$ cat config.mk
export PLATFORM = sky130hd
export DESIGN_NAME = wb_cmd_master
export DESIGN_NICKNAME = d
export VERILOG_FILES = /design/src/rtl/wb_master_pkg.sv /design/src/rtl/wbm_timeout_timer.sv /design/src/rtl/wb_cmd_master.sv
export SDC_FILE = /design/constraint.sdc
export NUM_CORES = 1
export LEC_CHECK = 0
export ABC_AREA = 0
export CAP_MARGIN = 25
export CORE_UTILIZATION = 48
export DETAILED_ROUTE_END_ITERATION = 6
export GPL_TIMING_DRIVEN = 0
export PLACE_DENSITY = 0.86
export SETUP_SLACK_MARGIN = 0.4
export SKIP_LAST_GASP = 1
export SYNTH_ARGS = -nofsm -noshare
export SYNTH_HDL_FRONTEND = slang
export SYNTH_SLANG_ARGS = --single-unit
$ cat constraint.sdc
create_clock -name clk -period 6.5 [get_ports clk]
set_input_delay 1.3 -clock clk [delete_from_list [all_inputs] [get_ports clk]]
set_output_delay 1.3 -clock clk [all_outputs]
set_load 0.01 [all_outputs]
$ cat src/rtl/wb_master_pkg.sv
// Shared definitions for the Wishbone command master: FSM state encoding
// and bus constants.
package wb_master_pkg;
  localparam int         WB_DATA_WIDTH = 32;
  localparam logic [3:0] WB_SEL_ALL    = 4'hF;

  typedef logic [1:0] wbm_state_t;
  localparam wbm_state_t ST_IDLE    = 2'd0;
  localparam wbm_state_t ST_REQ     = 2'd1;
  localparam wbm_state_t ST_RELEASE = 2'd2;
  localparam wbm_state_t ST_FINISH  = 2'd3;
endpackage

$ cat src/rtl/wbm_timeout_timer.sv
// Wait-phase watchdog: counts enabled cycles since the last clear and flags
// expiry on the TIMEOUT-th cycle, then holds.
module wbm_timeout_timer #(
  parameter int TIMEOUT = 256
) (
  input  logic clk,
  input  logic rst,
  input  logic clr,
  input  logic en,
  output logic expired
);
  localparam int CW = $clog2(TIMEOUT);

  logic [CW-1:0] count_reg;

  assign expired = (count_reg == CW'(TIMEOUT - 1));

  always_ff @(posedge clk) begin
    if (rst || clr) begin
      count_reg <= '0;
    end else if (en && !expired) begin
      count_reg <= count_reg + 1'b1;
    end
  end
endmodule

$ cat src/rtl/wb_cmd_master.sv
// Host-command to Wishbone classic master: single writes, incrementing read
// bursts paced to a registered-ack slave, timeout abort and sticky interrupt.
module wb_cmd_master
  import wb_master_pkg::*;
#(
  parameter int TIMEOUT     = 256,
  parameter int COUNT_WIDTH = 8
) (
  input  logic                     clk,
  input  logic                     rst,
  input  logic                     cmd_en,
  input  logic                     cmd_wr,
  input  logic [31:0]              cmd_adr,
  input  logic [WB_DATA_WIDTH-1:0] cmd_dat,
  input  logic [COUNT_WIDTH-1:0]   cmd_count,
  output logic                     cmd_busy,
  output logic                     cmd_done,
  output logic                     cmd_err,
  output logic                     rsp_valid,
  output logic [WB_DATA_WIDTH-1:0] rsp_dat,
  output logic                     int_pending,
  input  logic                     int_clr,
  output logic                     wbm_we_o,
  output logic                     wbm_cyc_o,
  output logic                     wbm_stb_o,
  output logic [3:0]               wbm_sel_o,
  output logic [31:0]              wbm_adr_o,
  output logic [WB_DATA_WIDTH-1:0] wbm_dat_o,
  input  logic [WB_DATA_WIDTH-1:0] wbm_dat_i,
  input  logic                     wbm_ack_i,
  input  logic                     wbm_int_i
);
  wbm_state_t               state_reg, state_next;
  logic [COUNT_WIDTH-1:0]   remaining_reg;
  logic                     busy_reg, done_reg, err_reg, rsp_valid_reg;
  logic [WB_DATA_WIDTH-1:0] rsp_dat_reg, dat_reg;
  logic                     we_reg, cyc_reg, stb_reg;
  logic [3:0]               sel_reg;
  logic [31:0]              adr_reg;
  logic                     int_d_reg, int_pending_reg;
  logic                     accept, start, expired, timer_clr, timer_en;

  // Commands are taken whenever busy is low, which includes the FINISH cycle.
  assign accept    = (state_reg == ST_IDLE || state_reg == ST_FINISH) && cmd_en;
  assign start     = accept && (cmd_wr || cmd_count != '0);
  assign timer_en  = (state_reg == ST_REQ) || (state_reg == ST_RELEASE);
  assign timer_clr = (state_next != state_reg);

  always_comb begin
    state_next = state_reg;
    case (state_reg)
      ST_IDLE, ST_FINISH: state_next = start ? ST_REQ : ST_IDLE;
      ST_REQ: begin
        if (wbm_ack_i)    state_next = ST_RELEASE;
        else if (expired) state_next = ST_IDLE;
      end
      ST_RELEASE: begin
        if (!wbm_ack_i)   state_next = (remaining_reg != '0) ? ST_REQ : ST_FINISH;
        else if (expired) state_next = ST_IDLE;
      end
      default:            state_next = ST_IDLE;
    endcase
  end

  wbm_timeout_timer #(.TIMEOUT(TIMEOUT)) u_timer (
    .clk     (clk),
    .rst     (rst),
    .clr     (timer_clr),
    .en      (timer_en),
    .expired (expired)
  );

  always_ff @(posedge clk) begin
    if (rst) begin
      state_reg     <= ST_IDLE;
      remaining_reg <= '0;
      busy_reg      <= 1'b0;
      done_reg      <= 1'b0;
      err_reg       <= 1'b0;
      rsp_valid_reg <= 1'b0;
      rsp_dat_reg   <= '0;
      dat_reg       <= '0;
      we_reg        <= 1'b0;
      cyc_reg       <= 1'b0;
      stb_reg       <= 1'b0;
      sel_reg       <= 4'h0;
      adr_reg       <= '0;
    end else begin
      state_reg     <= state_next;
      done_reg      <= 1'b0;
      err_reg       <= 1'b0;
      rsp_valid_reg <= 1'b0;
      case (state_reg)
        ST_IDLE, ST_FINISH: begin
          if (start) begin
            we_reg        <= cmd_wr;
            adr_reg       <= cmd_adr;
            dat_reg       <= cmd_wr ? cmd_dat : '0;
            remaining_reg <= cmd_wr ? COUNT_WIDTH'(1) : cmd_count;
            cyc_reg       <= 1'b1;
            stb_reg       <= 1'b1;
            sel_reg       <= WB_SEL_ALL;
            busy_reg      <= 1'b1;
          end else if (accept) begin
            done_reg <= 1'b1;
            err_reg  <= 1'b1;
          end
        end
        ST_REQ: begin
          if (wbm_ack_i) begin
            stb_reg       <= 1'b0;
            sel_reg       <= 4'h0;
            rsp_valid_reg <= 1'b1;
            rsp_dat_reg   <= we_reg ? '0 : wbm_dat_i;
            remaining_reg <= remaining_reg - 1'b1;
          end else if (expired) begin
            cyc_reg       <= 1'b0;
            stb_reg       <= 1'b0;
            sel_reg       <= 4'h0;
            we_reg        <= 1'b0;
            busy_reg      <= 1'b0;
            done_reg      <= 1'b1;
            err_reg       <= 1'b1;
            remaining_reg <= '0;
          end
        end
        ST_RELEASE: begin
          if (!wbm_ack_i) begin
            if (remaining_reg != '0) begin
              adr_reg <= adr_reg + 32'd1;
              stb_reg <= 1'b1;
              sel_reg <= WB_SEL_ALL;
            end else begin
              cyc_reg  <= 1'b0;
              we_reg   <= 1'b0;
              busy_reg <= 1'b0;
              done_reg <= 1'b1;
            end
          end else if (expired) begin
            cyc_reg       <= 1'b0;
            we_reg        <= 1'b0;
            busy_reg      <= 1'b0;
            done_reg      <= 1'b1;
            err_reg       <= 1'b1;
            remaining_reg <= '0;
          end
        end
        default: ;
      endcase
    end
  end

  // Sticky interrupt: a new rising edge outranks a simultaneous clear.
  always_ff @(posedge clk) begin
    if (rst) begin
      int_d_reg       <= 1'b0;
      int_pending_reg <= 1'b0;
    end else begin
      int_d_reg <= wbm_int_i;
      if (wbm_int_i && !int_d_reg) int_pending_reg <= 1'b1;
      else if (int_clr)            int_pending_reg <= 1'b0;
    end
  end

  assign cmd_busy    = busy_reg;
  assign cmd_done    = done_reg;
  assign cmd_err     = err_reg;
  assign rsp_valid   = rsp_valid_reg;
  assign rsp_dat     = rsp_dat_reg;
  assign int_pending = int_pending_reg;
  assign wbm_we_o    = we_reg;
  assign wbm_cyc_o   = cyc_reg;
  assign wbm_stb_o   = stb_reg;
  assign wbm_sel_o   = sel_reg;
  assign wbm_adr_o   = adr_reg;
  assign wbm_dat_o   = dat_reg;
endmodule
Word-level counts from Yosys, hierarchy flattened
Cells that the tools add are included.
{"block": "totals", "register_bits": 127, "wordCells": 111, "output_inout_bits": 108, "input_bits": 111}
{"block": "op_classes", "add_sub_neg": 3, "muxes": 56, "reduce_logical": 23, "n_bitwise": 1, "eq_ne": 12}
{"operator": "two-way mux 32 bit", "n": 5}
{"operator": "case mux 32 bit (2 select lines)", "n": 1}
{"operator": "two-way mux 8 bit", "n": 5}
{"operator": "adder 32 x 1 -> 32 bit, second input constant", "n": 1}
{"operator": "two-way mux 1 bit", "n": 27}
{"operator": "case mux 8 bit (3 select lines)", "n": 1}
{"operator": "two-way mux 4 bit", "n": 5}
{"operator": "case mux 1 bit (3 select lines)", "n": 6}
{"operator": "nonzero test 8 bit", "n": 2}
{"operator": "case mux 4 bit (3 select lines)", "n": 1}
{"operator": "adder 8 x 1 -> 8 bit, second input constant", "n": 1}
{"operator": "== test 8 bit, second input constant", "n": 1}
{"operator": "two-way mux 2 bit", "n": 4}
{"operator": "!= test 2 bit, second input constant", "n": 4}
{"operator": "AND reduction 4 bit", "n": 2}
{"operator": "subtractor 8 x 1 -> 8 bit, second input constant", "n": 1}
{"operator": "case mux 2 bit (3 select lines)", "n": 1}
{"operator": "AND reduction 2 bit", "n": 3}
{"operator": "== test 2 bit, second input constant", "n": 2}
{"operator": "logical AND 1 bit", "n": 4}
{"operator": "logical OR 1 bit", "n": 4}
{"operator": "nonzero test 2 bit", "n": 2}
{"operator": "OR reduction 2 bit", "n": 2}
{"operator": "!= test 3 x 2 -> 1 bit, second input constant", "n": 1}
{"operator": "other kinds (8)", "n": 9}

Logic depth before layout (Yosys ltp)
{"block": "logic_depth", "ltp_word": 8, "ltp_mapped": 10, "depth_no_buf": 7}

Cells and area by module
From an unflattened synthesis, not the netlist that was laid out.
{"block": "unflattened", "hier_cells": 673, "area_unflattened_um2": 5783.0}
{"module": "wb_cmd_master", "cells_per_inst": 624, "instances": 1, "area_each_um2": 5357.6, "seq_area_each_um2": 2302.2}
{"module": "wbm_timeout_timer", "cells_per_inst": 49, "instances": 1, "area_each_um2": 425.4, "seq_area_each_um2": 160.2}

Worst setup path before layout
Ideal clock, no wire load.
{"block": "synth_path", "path_type": "input port to flip-flop", "from": "in cmd_wr", "to": "reg adr_reg[15] (netlist: wbm_adr_o[15])", "path_stages": 6, "required_time_ns": 6.430, "t_arrival_ns": 2.731, "path_slack_ns": 3.699, "setup_time_ns": 0.070, "path_buffers": 1, "path_cell_list": "buf_2 > nor2_1 > a41oi_1 > o21ai_0 > or4_1 > a21oi_1"}
{"block": "synth_via", "elab_chain_len": 4}
{"element": "start, declared", "line": "wb_cmd_master.sv:12", "rtl": "input logic cmd_wr,"}
{"element": "logical OR 1 bit", "line": "wb_cmd_master.sv:45", "rtl": "assign start = accept && (cmd_wr || cmd_count != '0);"}
{"element": "logical AND 1 bit", "line": "wb_cmd_master.sv:45"}
{"element": "!= test 2 bit (no source line)"}
{"element": "AND reduction 4 bit (no source line)"}
{"element": "end signal, assigned", "line": "wb_cmd_master.sv:97", "rtl": "adr_reg <= cmd_adr;"}
{"element": "end signal, assigned", "line": "wb_cmd_master.sv:130", "rtl": "adr_reg <= adr_reg + 32'd1;"}
{"element": "end, declared", "line": "wb_cmd_master.sv:39", "rtl": "logic [31:0] adr_reg;"}
Every way passes these cells.
A chain may end at the register's enable or synchronous reset.

Worst setup path in the final report
{"block": "layout_path", "from": "in cmd_count[4]", "to": "reg adr_reg[8] (netlist: wbm_adr_o[8])"}
{"block": "layout_via", "elab_chain_len": 5}
{"element": "start, declared", "line": "wb_cmd_master.sv:15", "rtl": "input logic [COUNT_WIDTH-1:0] cmd_count,"}
{"element": "nonzero test 8 bit", "line": "wb_cmd_master.sv:45"}
{"element": "logical OR 1 bit", "line": "wb_cmd_master.sv:45"}
{"element": "logical AND 1 bit", "line": "wb_cmd_master.sv:45"}
{"element": "!= test 2 bit (no source line)"}
{"element": "AND reduction 4 bit (no source line)"}
Every way passes these cells.

==> parameters.txt <==
Parameter                              Value

Setup path
  Type of the setup path with the least slack ... in2reg
  Worst Path Required ... just under 7 ns
  Critical Path Max Stage Delay ... 0.52 ns
  CP endpoint ... wbm_adr_o[8]
  Depth of the worst register-to-register path ... 10
  Delay-heaviest family, CP ... compound AO/OA/AOI/OAI gates
  Total number of cells along the worst setup path ... 7
  Capture point of the worst reg-to-reg path ... wbm_adr_o[30]
  Crit path cell chain ... clkdlybuf4s50_1, nor3_1, a41oi_1, o21ai_1, clkbuf_1, o21ai_0, a21oi_1
  CP arrival ... around 3.8 ns
  FF-to-FF setup slack ... 3.46 ns
  Endpoint type of the worst setup path ... flop
  Crit path buf inv count ... 2
  Critical Path Start ... cmd_count[4]
  Type of origin of the critical path ... primary input
  Worst R2R Start ... state_reg[0]
  Library cell contributing the largest single delay on the critical path ... sky130_fd_sc_hd__nor3_1
  Max FO, Critical Path ... 10

Synthesis
  Post-synthesis area per instance ... 8.26 um2
  Most instantiated flip-flop cell in the synthesis netlist ... sky130_fd_sc_hd__dfxtp_1
  Count of state elements after synthesis ... between 100 and 150
  Syn nets ... a little over 800
  EDFF count, synth ... 0
  Number of warnings reported in the yosys synthesis log ... 0
  Count of mapped cells out of synthesis ... approximately 710
  Share of flip-flops with an asynchronous set or reset ... 0
  Yosys cell types ... 64
  Combined area of all synthesized cells ... 0.00583 mm2
  Register area share after synthesis ... 0.422

Die
  Count of boundary I/O pins ... between 200 and 250
  Die extent in y ... approximately 110 um
  Initial cell density of the core ... 0.502
  X dimension of the die ... 112 um
  Row Count ... 39
  Core Region ... ~0.012 mm2
  Die Footprint ... approximately 0.013 mm2

Global routing
  Antenna violations before repair ... 0
  Largest net degree at the start of global routing ... 17
  Via count of the first global-routing pass ... about 6000
  GRT Overall Usage ... 0.310
  First-pass GRT wire length ... a little over 30000 um
  GR Overflow Total ... 0

Pwr
  Leakage power total ... around 3.1 nW
  Part of the power in registers ... 0.410
  Net switching power ... between 0.5 and 0.6 mW
  Fraction of power consumed by combinational cells ... 0.154
  Largest vdd supply drop ... 0.000193 V
  Clk network pwr share ... 0.436
  Power density over cell area ... between 200 and 250 mW/mm2
  Switching portion of total power ... 0.253
  Post-route total power ... 2.01 mW
  Internal power of the cells ... approximately 1.5 mW

Final layout
  Finished Layout Cells ... ~1100
  Share of final-layout standard cells stronger than drive strength 1 ... 0.0494
  Layout area overhead ... 49.5%
  Number of fillers in the final layout ... around 910
  Post-layout utilization of the core ... 0.750
  Antenna diode instance count ... 0
  Fin nets ... ~1100
  Area of all placed cells without fillers ... between 0.008 and 0.009 mm2

STA
  Post-route clock period utilization ... 0.533
  Final TNS setup ... 0 ns
  Setup repair after global routing missed its margin ... false
  Setup Skew ... around 0.0096 ns
  Hold Worst Slack ... approximately 0.45 ns
  Max-slew violations ... 0
  Crit path setup slack, layout ... about 3.0 ns
  Shortest period the worst path allows ... approximately 3.5 ns
  Max frequency ... 0.289 GHz
  Count of final setup violators ... 0
  Final hold violations ... 0
  Actual transition at the worst max-transition pin ... between 0.9 and 1 ns
  Slew Limit Headroom ... 0.330

Drt
  Mean routed wirelength per cell ... 17.8 um
  Final ANT Viol Nets ... 0
  Highest metal layer with signal wires ... met4
  Met2 Routed Length ... 9060 um
  Count of TritonRoute iterations in the first routing pass ... 7
  DRC Markers ... 14
  Count of vias placed by the detailed router ... approximately 6500
  Total met3 wirelength after detailed routing ... just over 2000 um
  Ratio of routed vias to standard cells ... 5.96
  Count of routing violations after the opening detailed-route iteration ... approximately 750
  Total wirelength of the detailed-routed design ... ~20000 um
  Routed met1 length ... 7870 um

Placement
  Number of input and output port buffers inserted ... between 200 and 250
  RD Place Congestion ... ~0.93
  Placed Area ... 0.00817 mm2
  Post-place setup slack ... about 2.7 ns
  Placed Instances ... around 1100
  HPWL after detailed placement ... 13800 um

Job
  Number of maximum-capacitance violations ... 0

Clock tree
  Clk Latency, worst-skew pair ... roughly 0.42 ns
  Total number of H-tree levels ... 4
  Number of buffers inserted by hold repair at cts ... 0
  Setup fix buffers added after clock tree synthesis ... 0
  Bufs on Longest Clock Path ... 2
  Clock root cell ... sky130_fd_sc_hd__clkbuf_16
  Clock tree from TritonCTS ... built
  TritonCTS buffer count ... 17
  Clock sinks ... 123
  Number of gates resized after CTS ... 0
  Clock transition at path regs ... 0.05 ns

Outcome
  Failing checks ... DRC
  Status ... finished with violations

Worst hold path
  Worst hold-check path type ... reg2reg
power groups by stage:
stage          clock network [mW]  registers [mW]  logic [mW]
2_1_floorplan                   0           0.847       0.120
3_3_place_gp                    0           0.838       0.300
3_5_place_dp                    0           0.839       0.303
4_1_cts                     0.886           0.824       0.306
5_1_grt                     0.922           0.829       0.331
6_report                    0.876           0.825       0.309
cell usage in the layout, fill, tap and decap left out, types with 17 or more instances in the layout:
master,netlist,final
sky130_fd_sc_hd__clkbuf_16,0,17
sky130_fd_sc_hd__dfxtp_1,123,123
sky130_fd_sc_hd__inv_1,17,17
sky130_fd_sc_hd__clkdlybuf4s50_1,0,216
sky130_fd_sc_hd__nor2_1,22,22
sky130_fd_sc_hd__a22o_1,32,32
sky130_fd_sc_hd__nand3_1,50,50
sky130_fd_sc_hd__nand2_1,90,90
sky130_fd_sc_hd__a21oi_1,87,87
sky130_fd_sc_hd__nor3_1,19,19
sky130_fd_sc_hd__o21ai_0,27,27
sky130_fd_sc_hd__clkbuf_1,39,41
area by class of cell:
class	count	area, um2	area share
plain buffers	55	244	0.0280
clock buffers	22	474	0.0544
clock inverters	8	70.1	0.00804
inverters	18	67.6	0.00775
multi-input cells	510	3050	0.351
flip-flops and latches	123	2460	0.283
well taps	143	179	0.0205
repair buffers	216	2160	0.248
worst register-to-register path, stage by stage, from the launching register on:
cell	delay, ns
sky130_fd_sc_hd__dfxtp_1	0.39
sky130_fd_sc_hd__inv_1	0.08
sky130_fd_sc_hd__ha_1	0.29
sky130_fd_sc_hd__clkbuf_1	0.25
sky130_fd_sc_hd__nor2b_1	0.24
sky130_fd_sc_hd__a41oi_1	0.51
sky130_fd_sc_hd__o21a_1	0.21
sky130_fd_sc_hd__clkbuf_1	0.41
sky130_fd_sc_hd__nand2_1	0.19
sky130_fd_sc_hd__buf_2	0.23
sky130_fd_sc_hd__o211ai_1	0.17
metal layers:
layer	vias to the layer above	global-route usage
met5	-	0
li1	3102	-
met3	50	0.104
met4	0	0.119
met2	369	0.502
met1	3000	0.383
Yosys cell counts, drive strengths merged, types with 18 or more instances:
master | n | share of area
nand3 | 51 | 0.045
inv | 18 | 0.012
nand2 | 91 | 0.059
nor2 | 22 | 0.014
a22o | 32 | 0.048
clkbuf | 40 | 0.027
nor3 | 19 | 0.016
dfxtp | 123 | 0.42
a21oi | 87 | 0.075
o21ai | 29 | 0.025
logic make-up after synthesis:
group | Yosys count | synth area share
AOI/OAI and AO/OA | 229 | 0.261
xor gates and xnor gates | 5 | 0.00751
adders and majority gates | 6 | 0.0129
buffers and inverters | 73 | 0.0535
DFF | 123 | 0.422
muxes | 4 | 0.00687
and+or+nand+nor | 266 | 0.236
worst min path at each step:
stage,startpoint,endpoint,cells past startpoint
floorplan,cmd_busy,cmd_busy,2
global placement,wbm_cyc_o,wbm_cyc_o,2
detailed placement,wbm_cyc_o,wbm_cyc_o,2
CTS,wbm_cyc_o,wbm_cyc_o,2
global route,wbm_cyc_o,wbm_cyc_o,2
finish,wbm_cyc_o,wbm_cyc_o,2
Power figures use the tool's default switching activity.
